[config.mk]
export PLATFORM = sky130hd
export DESIGN_NAME = mem_stage
export DESIGN_NICKNAME = d
export VERILOG_FILES = /design/src/rtl/mem_stage_pkg.sv /design/src/rtl/mem_stage_load_align.sv /design/src/rtl/mem_stage.sv
export SDC_FILE = /design/constraint.sdc
export NUM_CORES = 1
export LEC_CHECK = 0
export ABC_AREA = 1
export BUFFER_PORTS_ARGS = -buffer_cell sky130_fd_sc_hd__clkbuf_2
export CORE_AREA = 2 2 147 149
export CTS_BUF_LIST = sky130_fd_sc_hd__clkbuf_4
export DETAILED_ROUTE_END_ITERATION = 16
export DIE_AREA = 0 0 149 151
export GPL_ROUTABILITY_DRIVEN = 0
export HOLD_SLACK_MARGIN = 0.08
export PLACE_DENSITY = 0.8
export SKIP_CTS_REPAIR_TIMING = 1
export SYNTH_ARGS = -nofsm -noshare
export SYNTH_HDL_FRONTEND = slang
export SYNTH_SLANG_ARGS = --single-unit
[constraint.sdc]
create_clock -name clk -period 24.2 [get_ports clk]
set_input_delay 7.26 -clock clk [delete_from_list [all_inputs] [get_ports clk]]
set_output_delay 7.26 -clock clk [all_outputs]
set_load 0.005 [all_outputs]
[src/rtl/mem_stage_pkg.sv]
// Shared definitions for the MEM stage: bus widths, MS->WS field layout and load-op codes.
// The packed structs follow the bus order MSB->LSB so they can be assigned to/from the raw buses.
package mem_stage_pkg;

    localparam int unsigned MS_TO_WS_BUS_WD = 149;
    localparam int unsigned ES_TO_MS_BUS_WD = 153;

    // Bit positions inside the raw ES->MS bus
    localparam int unsigned ES_MEM_REQ_BIT  = 149;
    localparam int unsigned ES_EX_BIT       = 75;

    typedef enum logic [2:0] {
        LoadW  = 3'd0,
        LoadB  = 3'd1,
        LoadBu = 3'd2,
        LoadH  = 3'd3,
        LoadHu = 3'd4
    } load_op_e;

    typedef struct packed {
        logic [31:0] rt_value;
        logic        eret;
        logic        bd;
        logic        mtc0_we;
        logic [4:0]  cp0_addr;
        logic        res_from_cp0;
        logic [31:0] badvaddr;
        logic        ex;
        logic [4:0]  excode;
        logic        gr_we;
        logic [4:0]  dest;
        logic [31:0] result;
        logic [31:0] pc;
    } ms_to_ws_t;

    typedef struct packed {
        logic [2:0] load_op;
        logic       mem_req;
        ms_to_ws_t  ms;
    } es_to_ms_t;

    function automatic logic [31:0] sext8(input logic [7:0] b);
        return {{24{b[7]}}, b};
    endfunction

    function automatic logic [31:0] sext16(input logic [15:0] h);
        return {{16{h[15]}}, h};
    endfunction

endpackage

[src/rtl/mem_stage_load_align.sv]
// Load data aligner: picks the addressed byte/half of the read word and extends it.
// Unknown load-op codes fall back to a full-word load.
module mem_stage_load_align
    import mem_stage_pkg::*;
(
    input  logic [2:0]  i_load_op,
    input  logic [1:0]  i_addr,
    input  logic [31:0] i_rdata,
    output logic [31:0] o_result
);

    logic [7:0]  w_byte;
    logic [15:0] w_half;

    always_comb begin
        w_byte = i_rdata[7:0];
        case (i_addr)
            2'd0: w_byte = i_rdata[7:0];
            2'd1: w_byte = i_rdata[15:8];
            2'd2: w_byte = i_rdata[23:16];
            2'd3: w_byte = i_rdata[31:24];
            default: w_byte = i_rdata[7:0];
        endcase
    end

    // Halfword loads ignore addr[0]; misalignment is trapped upstream
    assign w_half = i_addr[1] ? i_rdata[31:16] : i_rdata[15:0];

    always_comb begin
        o_result = i_rdata;
        case (i_load_op)
            LoadB:   o_result = sext8(w_byte);
            LoadBu:  o_result = {24'd0, w_byte};
            LoadH:   o_result = sext16(w_half);
            LoadHu:  o_result = {16'd0, w_half};
            default: o_result = i_rdata;
        endcase
    end

endmodule

[src/rtl/mem_stage.sv]
// MEM pipeline stage: holds the EX payload, waits for the data-SRAM response of a load/store,
// aligns load data and feeds WB, ID forwarding, and drops responses orphaned by WB flushes.
module mem_stage
    import mem_stage_pkg::*;
(
    input  logic                       clk,
    input  logic                       resetn,
    input  logic                       es_to_ms_valid,
    input  logic [ES_TO_MS_BUS_WD-1:0] es_to_ms_bus,
    output logic                       ms_allowin,
    input  logic                       es_mem_req_fire,
    input  logic                       data_sram_data_ok,
    input  logic [31:0]                data_sram_rdata,
    input  logic                       ws_allowin,
    output logic                       ms_to_ws_valid,
    output logic [MS_TO_WS_BUS_WD-1:0] ms_to_ws_bus,
    input  logic                       ws_ex,
    output logic                       ms_ex_or_eret,
    output logic                       ms_fwd_we,
    output logic [4:0]                 ms_fwd_dest,
    output logic [31:0]                ms_fwd_data,
    output logic                       ms_fwd_blocked
);

    es_to_ms_t   r_payload;
    logic        r_ms_valid;
    logic        r_wait_resp;
    logic        r_buf_valid;
    logic [31:0] r_data_buf;
    logic [1:0]  r_drop_cnt;

    logic        w_drop_resp;
    logic        w_resp_ok;
    logic        w_ready_go;
    logic        w_accept;
    logic        w_handoff;
    logic        w_in_wait;
    logic        w_is_load;
    logic [31:0] w_aligned;
    logic [31:0] w_final_result;
    logic [1:0]  w_drop_inc;
    logic [2:0]  w_drop_sum;
    logic [1:0]  w_drop_next;
    ms_to_ws_t   w_out;

    // A response is consumed by MS only when no orphaned responses are still in flight
    assign w_drop_resp = data_sram_data_ok && (r_drop_cnt != 2'd0);
    assign w_resp_ok   = data_sram_data_ok && (r_drop_cnt == 2'd0) && r_wait_resp;

    assign w_ready_go     = !r_wait_resp || w_resp_ok || r_buf_valid;
    assign ms_allowin     = !r_ms_valid || (w_ready_go && ws_allowin);
    assign ms_to_ws_valid = r_ms_valid && w_ready_go;

    assign w_accept  = es_to_ms_valid && ms_allowin && !ws_ex;
    assign w_handoff = ms_to_ws_valid && ws_allowin;
    assign w_in_wait = es_to_ms_bus[ES_MEM_REQ_BIT] && !es_to_ms_bus[ES_EX_BIT];
    assign w_is_load = r_payload.mem_req && r_payload.ms.gr_we && !r_payload.ms.ex;

    mem_stage_load_align u_load_align (
        .i_load_op (r_payload.load_op),
        .i_addr    (r_payload.ms.result[1:0]),
        .i_rdata   (data_sram_rdata),
        .o_result  (w_aligned)
    );

    always_ff @(posedge clk or negedge resetn) begin
        if (!resetn) begin
            r_ms_valid <= 1'b0;
        end else if (ws_ex) begin
            r_ms_valid <= 1'b0;
        end else if (ms_allowin) begin
            r_ms_valid <= es_to_ms_valid;
        end
    end

    always_ff @(posedge clk) begin
        if (w_accept) begin
            r_payload <= es_to_ms_bus;
        end
    end

    always_ff @(posedge clk or negedge resetn) begin
        if (!resetn) begin
            r_wait_resp <= 1'b0;
        end else if (ws_ex) begin
            r_wait_resp <= 1'b0;
        end else if (w_accept) begin
            r_wait_resp <= w_in_wait;
        end else if (w_resp_ok) begin
            r_wait_resp <= 1'b0;
        end
    end

    // Response arrived but WB is stalled: park the aligned word until handoff
    always_ff @(posedge clk or negedge resetn) begin
        if (!resetn) begin
            r_buf_valid <= 1'b0;
            r_data_buf  <= 32'd0;
        end else if (ws_ex || w_handoff) begin
            r_buf_valid <= 1'b0;
        end else if (w_resp_ok && !ws_allowin) begin
            r_buf_valid <= 1'b1;
            r_data_buf  <= w_aligned;
        end
    end

    always_comb begin
        w_drop_inc = 2'd0;
        if (ws_ex) begin
            w_drop_inc = {1'b0, r_ms_valid && r_wait_resp && !w_resp_ok}
                       + {1'b0, es_mem_req_fire};
        end
        w_drop_sum  = {1'b0, r_drop_cnt} + {1'b0, w_drop_inc} - {2'b00, w_drop_resp};
        w_drop_next = (w_drop_sum > 3'd2) ? 2'd2 : w_drop_sum[1:0];
    end

    always_ff @(posedge clk or negedge resetn) begin
        if (!resetn) begin
            r_drop_cnt <= 2'd0;
        end else begin
            r_drop_cnt <= w_drop_next;
        end
    end

    always_comb begin
        w_final_result = r_payload.ms.result;
        if (w_is_load) begin
            if (r_buf_valid) begin
                w_final_result = r_data_buf;
            end else if (w_resp_ok) begin
                w_final_result = w_aligned;
            end
        end
    end

    always_comb begin
        w_out        = r_payload.ms;
        w_out.result = w_final_result;
    end

    assign ms_to_ws_bus   = w_out;
    assign ms_ex_or_eret  = r_ms_valid && (r_payload.ms.ex || r_payload.ms.eret);
    assign ms_fwd_we      = r_ms_valid && r_payload.ms.gr_we;
    assign ms_fwd_dest    = r_ms_valid ? r_payload.ms.dest : 5'd0;
    assign ms_fwd_data    = r_ms_valid ? w_final_result : 32'd0;
    assign ms_fwd_blocked = r_ms_valid && w_is_load && r_wait_resp && !w_resp_ok;

    a_drop_cnt_max: assert property (@(posedge clk) disable iff (!resetn)
        r_drop_cnt != 2'd3);
    a_buf_no_wait: assert property (@(posedge clk) disable iff (!resetn)
        !(r_buf_valid && r_wait_resp));

endmodule
## Word-level counts from Yosys, hierarchy flattened

Cells that the tools add are included.

| word-level totals | value |
|---|---|
| register bits after elaboration | 190 |
| output and inout bits | 191 |

| operators by class | value |
|---|---|
| $add $sub $neg | 3 |
| $lt $le $gt $ge | 1 |
| equality and inequality tests | 7 |
| muxes and demuxes | 17 |
| bitwise operators | 1 |
| reductions and logical operators | 38 |

Operator list:

| kind | number |
|---|---|
| $mux W32 | 4 |
| $pmux W32 S4 | 1 |
| $pmux W8 S4 | 1 |
| $logic_and A1 B1 Y1 | 19 |
| $mux W16 | 1 |
| $logic_not A1 Y1 | 7 |
| $mux W1 | 7 |
| $eq A3 B2 Y1 const B | 2 |
| $reduce_bool A2 Y1 | 3 |
| $logic_or A1 B1 Y1 | 5 |
| $mux W5 | 1 |
| $eq A2 B2 Y1 const B | 2 |
| $logic_not A2 Y1 | 2 |
| $mux W2 | 2 |
| $add A2 B2 Y3 | 1 |
| $eq A3 B1 Y1 const B | 1 |
| $eq A3 B3 Y1 const B | 1 |
| $gt A3 B2 Y1 const B | 1 |
| $reduce_bool A3 Y1 | 1 |
| $sub A3 B1 Y3 | 1 |
| $add A1 B1 Y2 | 1 |
| $eq A2 B1 Y1 const B | 1 |
| $reduce_and A2 Y1 | 1 |
| $not A1 Y1 | 1 |

## Logic depth before layout (Yosys ltp)

Gate-level depths: netlist of run 1.

| depth | value |
|---|---|
| depth in word-level cells | 11 |
| mapped depth | 14 |
| depth with buffers taken out | 14 |

## By module

A second synthesis of run 1 with hierarchy kept.

| unflattened totals | value |
|---|---|
| cell total of the unflattened synthesis | 882 |
| area, all modules | 9471.6 µm² |

By module, submodules not included:

| module | times used | cells an instance | area an instance (µm²) |
|---|---|---|---|
| mem_stage | 1 | 685 | 8142.8 |
| mem_stage_load_align | 1 | 197 | 1328.8 |

## Worst setup path before layout of run 1

Ideal clock, no wire load.

| path | value |
|---|---|
| path kind | in2out |
| start | input port data_sram_rdata[31] |
| end | output port ms_fwd_data[27] |
| arrival | 8170 ps |
| data required time | 16940 ps |
| path slack | 8770 ps |
| cell stages on the path | 11 |
| path through | nand2_1 nand2_1 nand4_4 nand2_1 inv_2 buf_2 nand3_1 nand2_1 nand2_1 nand2_1 nor2_1 |

| between the ends | value |
|---|---|
| word-level cells in the longest chain between the ends | 6 |

Ends and longest elaborated chain:

| item | RTL line | RTL |
|---|---|---|
| start, declared | mem_stage.sv:13 | `input logic [31:0] data_sram_rdata,` |
| $pmux W8 S4 or $mux W16 (tied branches) | mem_stage_load_align.sv:17, mem_stage_load_align.sv:27 |  |
| $pmux W32 S4 (*) | mem_stage_load_align.sv:31 | `case (i_load_op)` |
| $mux W32 (*) | mem_stage.sv:130 | `end else if (w_resp_ok) begin` |
| $mux W32 (*) | mem_stage.sv:128 | `if (r_buf_valid) begin` |
| $mux W32 (*) | mem_stage.sv:127 | `if (w_is_load) begin` |
| $mux W32 (*) | mem_stage.sv:145 | `assign ms_fwd_data = r_ms_valid ? w_final_result : 32'd0;` |
| end, declared | mem_stage.sv:21 | `output logic [31:0] ms_fwd_data,` |

Mark *: on every way between the ends. The rest lies on a longest branch, timed or not.

## Worst setup path after layout of run 1

| path | value |
|---|---|
| start | input port data_sram_data_ok |
| end | output port ms_fwd_data[7] |

| between the ends | value |
|---|---|
| word-level cells in the longest chain between the ends | 6 |

Ends and longest elaborated chain:

| item | RTL line | RTL |
|---|---|---|
| start, declared | mem_stage.sv:12 | `input logic data_sram_data_ok,` |
| $logic_and A1 B1 Y1 (2 in series) | mem_stage.sv:48 | `assign w_resp_ok = data_sram_data_ok && (r_drop_cnt == 2'd0) && r_wait_resp;` |
| $mux W32 | mem_stage.sv:130 |  |
| $mux W32 | mem_stage.sv:128 |  |
| $mux W32 | mem_stage.sv:127 |  |
| $mux W32 | mem_stage.sv:145 |  |

Every way passes these cells.

==> results.cfg, run 1 <==
[place]
dp.cells = 1453
hpwlAfterDp_um = 19250
port_buffers = 382
place_ws_ns = 7.524

[worst_hold_path]
worstHoldStart = r_data_buf[19]$_DFFE_PN0P_
holdPathEnd = r_data_buf[19]$_DFFE_PN0P_
hold_class = reg -> reg
hold_depth = 2

[synthesis]
yosysWarningCount = 0
syn_nets = 1148
ys_types = 35
synth_top_flop_cell = edfxtp_1
synth_common_cells = nand2_1 (224), edfxtp_1 (153), buf_4 (118)
syn_area_sq_um = 9375
syn-instance-count = 951
synth_top_family_by_area = simple AND/OR/NAND/NOR gates
synth-compound-area-share_pct = 6.940
synthAdderAreaFrac_pct = 0.7474
synth.area.top_cells = edfxtp_1 (49%), dfrtp_1 (9.9%), buf_4 (9.4%)
ys_seq_area_share_pct = 58.88
avgSynthCellArea_sq_um = 9.858
synth-xor-area-share_pct = 0
synth_largest_area_cell = edfxtp_1
yosysMostFrequentCell = nand2_1
yosys.area_share.simple_pct = 17.11
postSynth.asyncResetShare_pct = 19.47
synth.top_cell.area_share_pct = 49.01
synth.mux.area_fraction_pct = 0
synth_edf_count = 153
ys_seq_elements = 190

[routing]
vias = 7222
wl_met2_um = 13160
m1WireLength_um = 9560
routed.top_layer = met5
wl_per_cell_um = 17.01
drtIter0Drc = 450
viasPerCell = 4.853
drc = 0
drt_wl_total_um = 25310
drt_pass1_iterations = 5
wl_met3_um = 2001
drtAntennaViolNets = 0

[setup_path]
cp_slowest_cell = nor2_4
cp_max_fo = 34
critPathKind = in -> out
cp_common_cell = nand2_1
end_kind = output port
cp.required_ns = 16.94
r2r_start = r_buf_valid$_DFFE_PN0P_
timing.rr.end = ms_to_ws_bus[117]$_DFFE_PP_
cp-start-kind = primary input
slowest_delay_ns = 0.63
path_cells = clkbuf_2, nand3_2, nor2_4, inv_2, a21oi_1, nand2_1, nand2_1, nand2_1, nor2_1, clkbuf_2
r2r_slack_ns = 20.44
reg2regPathDepth = 6
arrival_ns = 9.44

[clock_network]
cts_sinks = 190
clock_latency_ns = 0.61
path_clk_slew_ns = 0.18
cts_buffers = 17
htree_num_levels = 4
clk_path_buf_depth = 2
root_buffer = clkbuf_4
cts_tree = done

[sta]
hold_slack_ns = 0.5696
min_period_ns = 16.70
worst_slew_pin_slew_ns = 1.184
fin_ws_ns = 7.503
setup_viol = 0
fin_setup_tns_ns = 0
max_slew_margin_pct = 20.88
grt_setup_unrepaired = no
hold_viol_final = 0
clock_skew_ns = 0.03074
finalCritPeriodShare_pct = 69.00
report.final.slew_viol_count = 0
max_freq_ghz = 0.05989

[floorplanning]
die_area_sq_um = 22500
row_count = 53
die_x_um = 149
die_h_um = 151
pin_count = 383
core_sq_um = 20820
initial_core_util_pct = 45.02

[grt]
grt_usage_pct = 21.98
grt_pass1_vias = 6766
grt_max_degree = 77
grt_pass1_wl_um = 37000
antenna_found_initial = 4
grt_overflow = 0

[finish]
final_cells = 1488
nets = 1394
drive_gt1_share_pct = 36.20
area_delta_synth_final_pct = 15.91
fillCellCount = 1941

[power]
total_leakage_power_uw = 0.005385
power.density_nw_per_um2 = 62.61
p_clk_share_pct = 26.7
internal_power_uw = 476.4
seq_power_share_pct = 58.3
irDropWorstVdd_uv = 34.17
sw_frac_of_total_pct = 29.98
p_sw_uw = 204.0
p_comb_share_pct = 15.0

[status]
status = finished clean

[flow_run]
drv_cap = 0
==> layout by cell type (no fill, tap or decap), types with 6 or more instances in the layout <==
cell,count
nand3_1,39
clkbuf_2,382
inv_1,100
a31oi_1,16
clkbuf_4,17
nand4_1,16
a21oi_1,66
nand2_1,224
edfxtp_1,153
dfrtp_1,36
o21ai_0,11
a41oi_1,16
nor2_1,77
clkinv_8,6
==> area by class of cell <==
type / instances / area, sq um / area share, %
diodes: 3 / 7.507 / 0.06908
clock inverters: 15 / 186.4 / 1.716
clock buffers: 17 / 127.6 / 1.174
well taps: 275 / 344.1 / 3.166
inverters: 106 / 397.9 / 3.661
repair buffers: 387 / 1949 / 17.94
multi-input cells: 495 / 2332 / 21.46
flip-flops and latches: 190 / 5522 / 50.81
==> critical path: cells and delay by family <==
family	cells	cell delay (ns)
buffers and inverters	3	0.76
and+or+nand+nor	6	1.16
AOI/OAI and AO/OA	1	0.24
==> flip-flops by register name (all words and copies together), names as in the netlist <==
register      flops
ms_to_ws_bus    117
r_buf_valid       1
r_data_buf       32
r_ms_valid        1
r_drop_cnt        2
r_payload        36
r_wait_resp       1
==> routing by layer <==
layer,up-vias,track usage [%]
met4,2,7.667
met1,3355,25.94
met2,313,39.19
li1,3519,-
met5,-,0
met3,33,5.392
==> kinds of logic (layout without fill, tap and decap cells) <==
family / count (synthesis) / in the layout
other: 0 / 3
and+or+nand+nor: 378 / 378
adders and majority gates: 5 / 5
DFF: 190 / 190
AOI/OAI and AO/OA: 112 / 112
buffers and inverters: 266 / 525
==> worst max-delay path by stage <==
stage | cells past startpoint | slack (ns) | from | end
after detailed placement | 10 | 7.52 | data_sram_data_ok | ms_fwd_data[7]
after global placement | 10 | 7.56 | data_sram_data_ok | ms_fwd_data[5]
after global routing | 10 | 7.34 | data_sram_data_ok | ms_fwd_data[4]
after CTS | 10 | 7.52 | data_sram_data_ok | ms_fwd_data[7]
final | 10 | 7.50 | data_sram_data_ok | ms_fwd_data[7]
after floorplan | 11 | 8.77 | data_sram_rdata[31] | ms_fwd_data[27]
==> stage by stage <==
stage	total power [uW]	area (sq um)	utilization (%)
after floorplan	470.5	9375	-
after global placement	501.3	10550	50.64
after detailed placement	506.5	10550	50.64
after CTS	687.8	10860	52.15
after global routing	714.1	10860	52.18
final	680.4	10870	52.19
==> power by group through the flow <==
stage          clock, uW  combinational [uW]  sequential (uW)
6_report             182                 102              397
5_1_grt              198                 116              400
4_1_cts              188                 103              397
3_5_place_dp           0                 102              404
3_3_place_gp           0                98.7              403
2_1_floorplan          0                68.2              402
Note: power is estimated with default switching activity, not from simulation.
==> run 2: changes to the inputs <==
--- a/config.mk
+++ b/config.mk
@@ -7,13 +7,13 @@
 export LEC_CHECK = 0
 export ABC_AREA = 1
 export BUFFER_PORTS_ARGS = -buffer_cell sky130_fd_sc_hd__clkbuf_2
-export CORE_AREA = 2 2 147 149
+export CORE_AREA = 2 2 148 150
 export CTS_BUF_LIST = sky130_fd_sc_hd__clkbuf_4
 export DETAILED_ROUTE_END_ITERATION = 16
-export DIE_AREA = 0 0 149 151
+export DIE_AREA = 0 0 150 152
 export GPL_ROUTABILITY_DRIVEN = 0
 export HOLD_SLACK_MARGIN = 0.08
-export PLACE_DENSITY = 0.8
+export PLACE_DENSITY = 0.82
 export SKIP_CTS_REPAIR_TIMING = 1
 export SYNTH_ARGS = -nofsm -noshare
 export SYNTH_HDL_FRONTEND = slang
==> constraint.sdc (replaced) <==
create_clock -name clk -period 14 [get_ports clk]
set_input_delay 4.2 -clock clk [delete_from_list [all_inputs] [get_ports clk]]
set_output_delay 4.2 -clock clk [all_outputs]
set_load 0.005 [all_outputs]
==> results.cfg, run 2 (synthesis gave the netlist of run 1 again) <==
[sta]
finalCritPeriodShare_pct = 75.04
report.final.slew_viol_count = 0
min_period_ns = 10.51
fin_setup_tns_ns = 0
worst_slew_pin_slew_ns = 1.185
grt_setup_unrepaired = no
hold_viol_final = 0
clock_skew_ns = 0.01947
max_slew_margin_pct = 20.80
max_freq_ghz = 0.09518
setup_viol = 0
fin_ws_ns = 3.494
hold_slack_ns = 0.5645

[routing]
routed.top_layer = met4
drtIter0Drc = 409
drt_pass1_iterations = 5
m1WireLength_um = 9298
drtAntennaViolNets = 0
wl_met3_um = 2272
wl_per_cell_um = 16.92
viasPerCell = 4.857
drc = 0
vias = 7242
wl_met2_um = 13120
drt_wl_total_um = 25230

[grt]
grt_overflow = 0
grt_usage_pct = 22.16
grt_pass1_wl_um = 38360
grt_max_degree = 83
grt_pass1_vias = 6990
antenna_found_initial = 1

[place]
place_ws_ns = 3.496
port_buffers = 382
dpl_cell_area_sq_um = 10540
hpwlAfterDp_um = 19120

[setup_path]
cp.required_ns = 9.80
end_kind = output port
arrival_ns = 6.31
cp_max_fo = 34
critPathKind = in -> out
r2r_slack_ns = 9.94
cp-start-kind = primary input

[power]
power.density_nw_per_um2 = 108.5
total_leakage_power_uw = 0.005381
irDropWorstVdd_uv = 63.61

[floorplanning]
die_x_um = 150
die_h_um = 152
die_area_sq_um = 22800
initial_core_util_pct = 43.91
core_sq_um = 21350
row_count = 54
pin_count = 383

[flow_run]
drv_cap = 0

[finish]
final_common_cell = clkbuf_2
postLayoutCellArea_sq_um = 10860
nets = 1393
largest_reg_flops = 117
fillCellCount = 1998
drive_gt1_share_pct = 36.15
fin_util_pct = 50.86
final_cell_mix = clkbuf_2 (382), nand2_1 (224), edfxtp_1 (153), inv_1 (100), nor2_1 (77)
area_delta_synth_final_pct = 15.81

[clock_network]
path_clk_slew_ns = 0.17
cts_sinks = 190
clock_latency_ns = 0.58
htree_num_levels = 4
clk_path_buf_depth = 2
cts_buffers = 17
cts_tree = done
root_buffer = clkbuf_4

[worst_hold_path]
hold_class = reg -> reg

[status]
status = finished clean
run 2: changes by cell type in the layout (fill, tap and decap cells not counted):
cell	previous run	this run
inv_8	0	4
clkinv_8	6	4
inv_6	5	3
buf_4	5	4
diode_2	3	2
run 2: critical path, stage by stage:
cell      delay, ns
clkbuf_2       0.10
nand3_2        0.11
nor2_4         0.67
inv_2          0.52
a21oi_1        0.25
nand2_1        0.07
nand2_1        0.05
nand2_1        0.06
nor2_1         0.10
clkbuf_2       0.16
run 2: per-layer routing:
layer	vias up	track usage [%]
met2	319	39.99
met3	28	7.327
li1	3508	-
met4	0	6.334
met1	3387	24.70
met5	-	0
run 2: final timing paths:
kind | start | to | cells after the start
min in group asynchronous | resetn | r_drop_cnt[0]$_DFF_PN0_ | 1
worst min-delay path | r_data_buf[16]$_DFFE_PN0P_ | r_data_buf[16]$_DFFE_PN0P_ | 2
worst max register to register | r_buf_valid$_DFFE_PN0P_ | ms_to_ws_bus[81]$_DFFE_PP_ | 5
worst min register to register | r_data_buf[16]$_DFFE_PN0P_ | r_data_buf[16]$_DFFE_PN0P_ | 2
worst max-delay path | data_sram_data_ok | ms_fwd_data[5] | 10
max in group asynchronous | resetn | r_buf_valid$_DFFE_PN0P_ | 1
run 2: report_power, final:
part	total, uW	internal [uW]	switching, uW
Clock	315	87.2	228
Sequential	686	662	23.4
Combinational	177	75.1	102
run 2: area by class of cell:
class / count / area (sq um) / area share (%)
flip-flops and latches: 190 / 5522 / 50.85
multi-input cells: 495 / 2332 / 21.48
repair buffers: 386 / 1942 / 17.88
inverters: 106 / 397.9 / 3.664
well taps: 280 / 350.3 / 3.227
clock inverters: 15 / 181.4 / 1.671
clock buffers: 17 / 127.6 / 1.175
diodes: 2 / 5.005 / 0.04609
run 2: stage by stage:
step                      cells  power [uW]
final                      1491        1178
after global routing       1491        1238
after CTS                  1489        1191
after detailed placement   1457       876.1
after global placement     1457       867.1
after floorplan             951       813.3
==> run 3: changes to the inputs <==
--- a/config.mk
+++ b/config.mk
@@ -7,13 +7,13 @@
 export LEC_CHECK = 0
 export ABC_AREA = 1
 export BUFFER_PORTS_ARGS = -buffer_cell sky130_fd_sc_hd__clkbuf_2
-export CORE_AREA = 2 2 148 150
+export CORE_AREA = 2 2 149 151
 export CTS_BUF_LIST = sky130_fd_sc_hd__clkbuf_4
 export DETAILED_ROUTE_END_ITERATION = 16
-export DIE_AREA = 0 0 150 152
+export DIE_AREA = 0 0 151 153
 export GPL_ROUTABILITY_DRIVEN = 0
 export HOLD_SLACK_MARGIN = 0.08
-export PLACE_DENSITY = 0.82
+export PLACE_DENSITY = 0.79
 export SKIP_CTS_REPAIR_TIMING = 1
 export SYNTH_ARGS = -nofsm -noshare
 export SYNTH_HDL_FRONTEND = slang
==> constraint.sdc (replaced) <==
create_clock -name clk -period 10.7 [get_ports clk]
set_input_delay 3.21 -clock clk [delete_from_list [all_inputs] [get_ports clk]]
set_output_delay 3.21 -clock clk [all_outputs]
set_load 0.005 [all_outputs]
==> results.cfg, run 3 (synthesis gave the netlist of run 1 again) <==
[clock_network]
cts_tree = done
clk_path_buf_depth = 2
cts_buffers = 17
htree_num_levels = 4
clock_latency_ns = 0.58
root_buffer = clkbuf_4
path_clk_slew_ns = 0.17
cts_sinks = 190

[floorplanning]
row_count = 54
die_area_sq_um = 23100
initial_core_util_pct = 43.63
die_h_um = 153
die_x_um = 151
pin_count = 383
core_sq_um = 21490

[finish]
final_cells = 1490
seqCellArea_sq_um = 5522
final_common_cell = clkbuf_2
area_delta_synth_final_pct = 15.72
fillCellCount = 2090
final_cell_mix = clkbuf_2 (382), nand2_1 (224), edfxtp_1 (153), inv_1 (100), nor2_1 (77)
nets = 1392
drive_gt1_share_pct = 36.18
largest_reg_flops = 117
multi_input_area_sq_um = 2332

[setup_path]
cp.required_ns = 7.49
cp-start-kind = primary input
r2r_slack_ns = 7.14
reg2regPathDepth = 5
path_cells = clkbuf_2, nand3_2, nor2_4, inv_2, a21oi_1, nand2_1, nand2_1, nand2_1, nor2_1, clkbuf_2
cp-startpoint = data_sram_data_ok
end_kind = output port
cp_max_fo = 34
critPathKind = in -> out
slowest_delay_ns = 0.65
arrival_ns = 5.32
cp_common_cell = nand2_1
cp_slowest_cell = nor2_4
r2r_start = r_buf_valid$_DFFE_PN0P_
timing.rr.end = r_payload[33]$_DFFE_PP_

[grt]
grt_overflow = 0
grt_pass1_vias = 7035
grt_usage_pct = 22.15
grt_max_degree = 135
antenna_found_initial = 4
grt_pass1_wl_um = 38430

[place]
dp.cells = 1456
hpwlAfterDp_um = 19470
port_buffers = 382

[sta]
fin_setup_tns_ns = 0
max_slew_margin_pct = 25.85
hold_viol_final = 0
report.final.slew_viol_count = 0
grt_setup_unrepaired = no
setup_viol = 0
clock_skew_ns = 0.02168
min_period_ns = 8.528
max_freq_ghz = 0.1173
worst_slew_pin_slew_ns = 1.112
finalCritPeriodShare_pct = 79.70

[worst_hold_path]
worstHoldStart = r_data_buf[21]$_DFFE_PN0P_
hold_depth = 2
holdPathEnd = r_data_buf[21]$_DFFE_PN0P_
hold_class = reg -> reg

[routing]
drtIter0Drc = 427
wl_per_cell_um = 17.27
vias = 7275
viasPerCell = 4.883
drt_pass1_iterations = 7
drtAntennaViolNets = 0
drc = 0
drt_wl_total_um = 25740

[power]
total_leakage_power_uw = 0.005375
irDropWorstVdd_uv = 94.02
power.density_nw_per_um2 = 141.3

[flow_run]
drv_cap = 0

[status]
status = finished clean
-- run 3: cell count changes in the layout (fill, tap and decap cells not counted) --
cell and delta:
clkinv_1 -1, clkinv_8 -1, inv_12 -1, buf_12 +1, clkbuf_4 +1, inv_6 +2
inv_8 -1, buf_4 -2, clkinv_4 +1
-- run 3: layout make-up --
type | count | area share, %
repair buffers | 385 | 17.94
diodes | 2 | 0.04613
well taps | 280 | 3.229
inverters | 106 | 3.667
flip-flops and latches | 190 | 50.89
multi-input cells | 495 | 21.50
clock buffers | 18 | 1.246
clock inverters | 14 | 1.476
-- run 3: where the power goes --
| group | switching [uW] | leakage, uW | total [uW] | internal, uW |
|---|---|---|---|---|
| Clock | 291 | 0.000160 | 404 | 113 |
| Combinational | 133 | 0.00329 | 232 | 98.3 |
| Sequential | 30.9 | 0.00192 | 898 | 867 |
| Total | 456 | 0.00538 | 1530 | 1080 |
-- run 3: worst max-delay path by stage --
stage	endpoint	slack, ns	cells after the start
finish	ms_fwd_data[5]	2.17	10
detailed placement	ms_fwd_data[5]	2.16	10
global route	ms_fwd_data[7]	1.94	10
floorplan	ms_to_ws_bus[0]$_DFFE_PP_	2.34	6
global placement	ms_fwd_data[7]	2.23	10
CTS	ms_fwd_data[5]	2.16	10
-- run 3: layer usage --
metal | global-route usage [%] | share of wire, % | vias to the layer above
met5 | 0 | 0.11 | -
met4 | 8.233 | 3.4 | 4
met3 | 8.060 | 9.4 | 49
met2 | 39.57 | 52 | 335
met1 | 23.76 | 35 | 3379
li1 | - | - | 3508
-- run 3: critical path: cells and delay by family --
family | cells | cell delay [ns]
buffers and inverters | 3 | 0.77
and+or+nand+nor | 6 | 1.09
AOI/OAI and AO/OA | 1 | 0.24
-- run 3: metrics by stage --
step,total power [uW],utilization (%),hold slack [ns],setup WS (ns),cell area (sq um)
floorplan,1061,-,0.5188,2.339,9378
global placement,1135,49.10,0.5316,2.226,10550
detailed placement,1147,49.10,0.5405,2.164,10550
CTS,1551,50.47,0.5680,2.164,10840
global route,1607,50.50,0.5903,1.942,10850
finish,1533,50.50,0.5661,2.172,10850
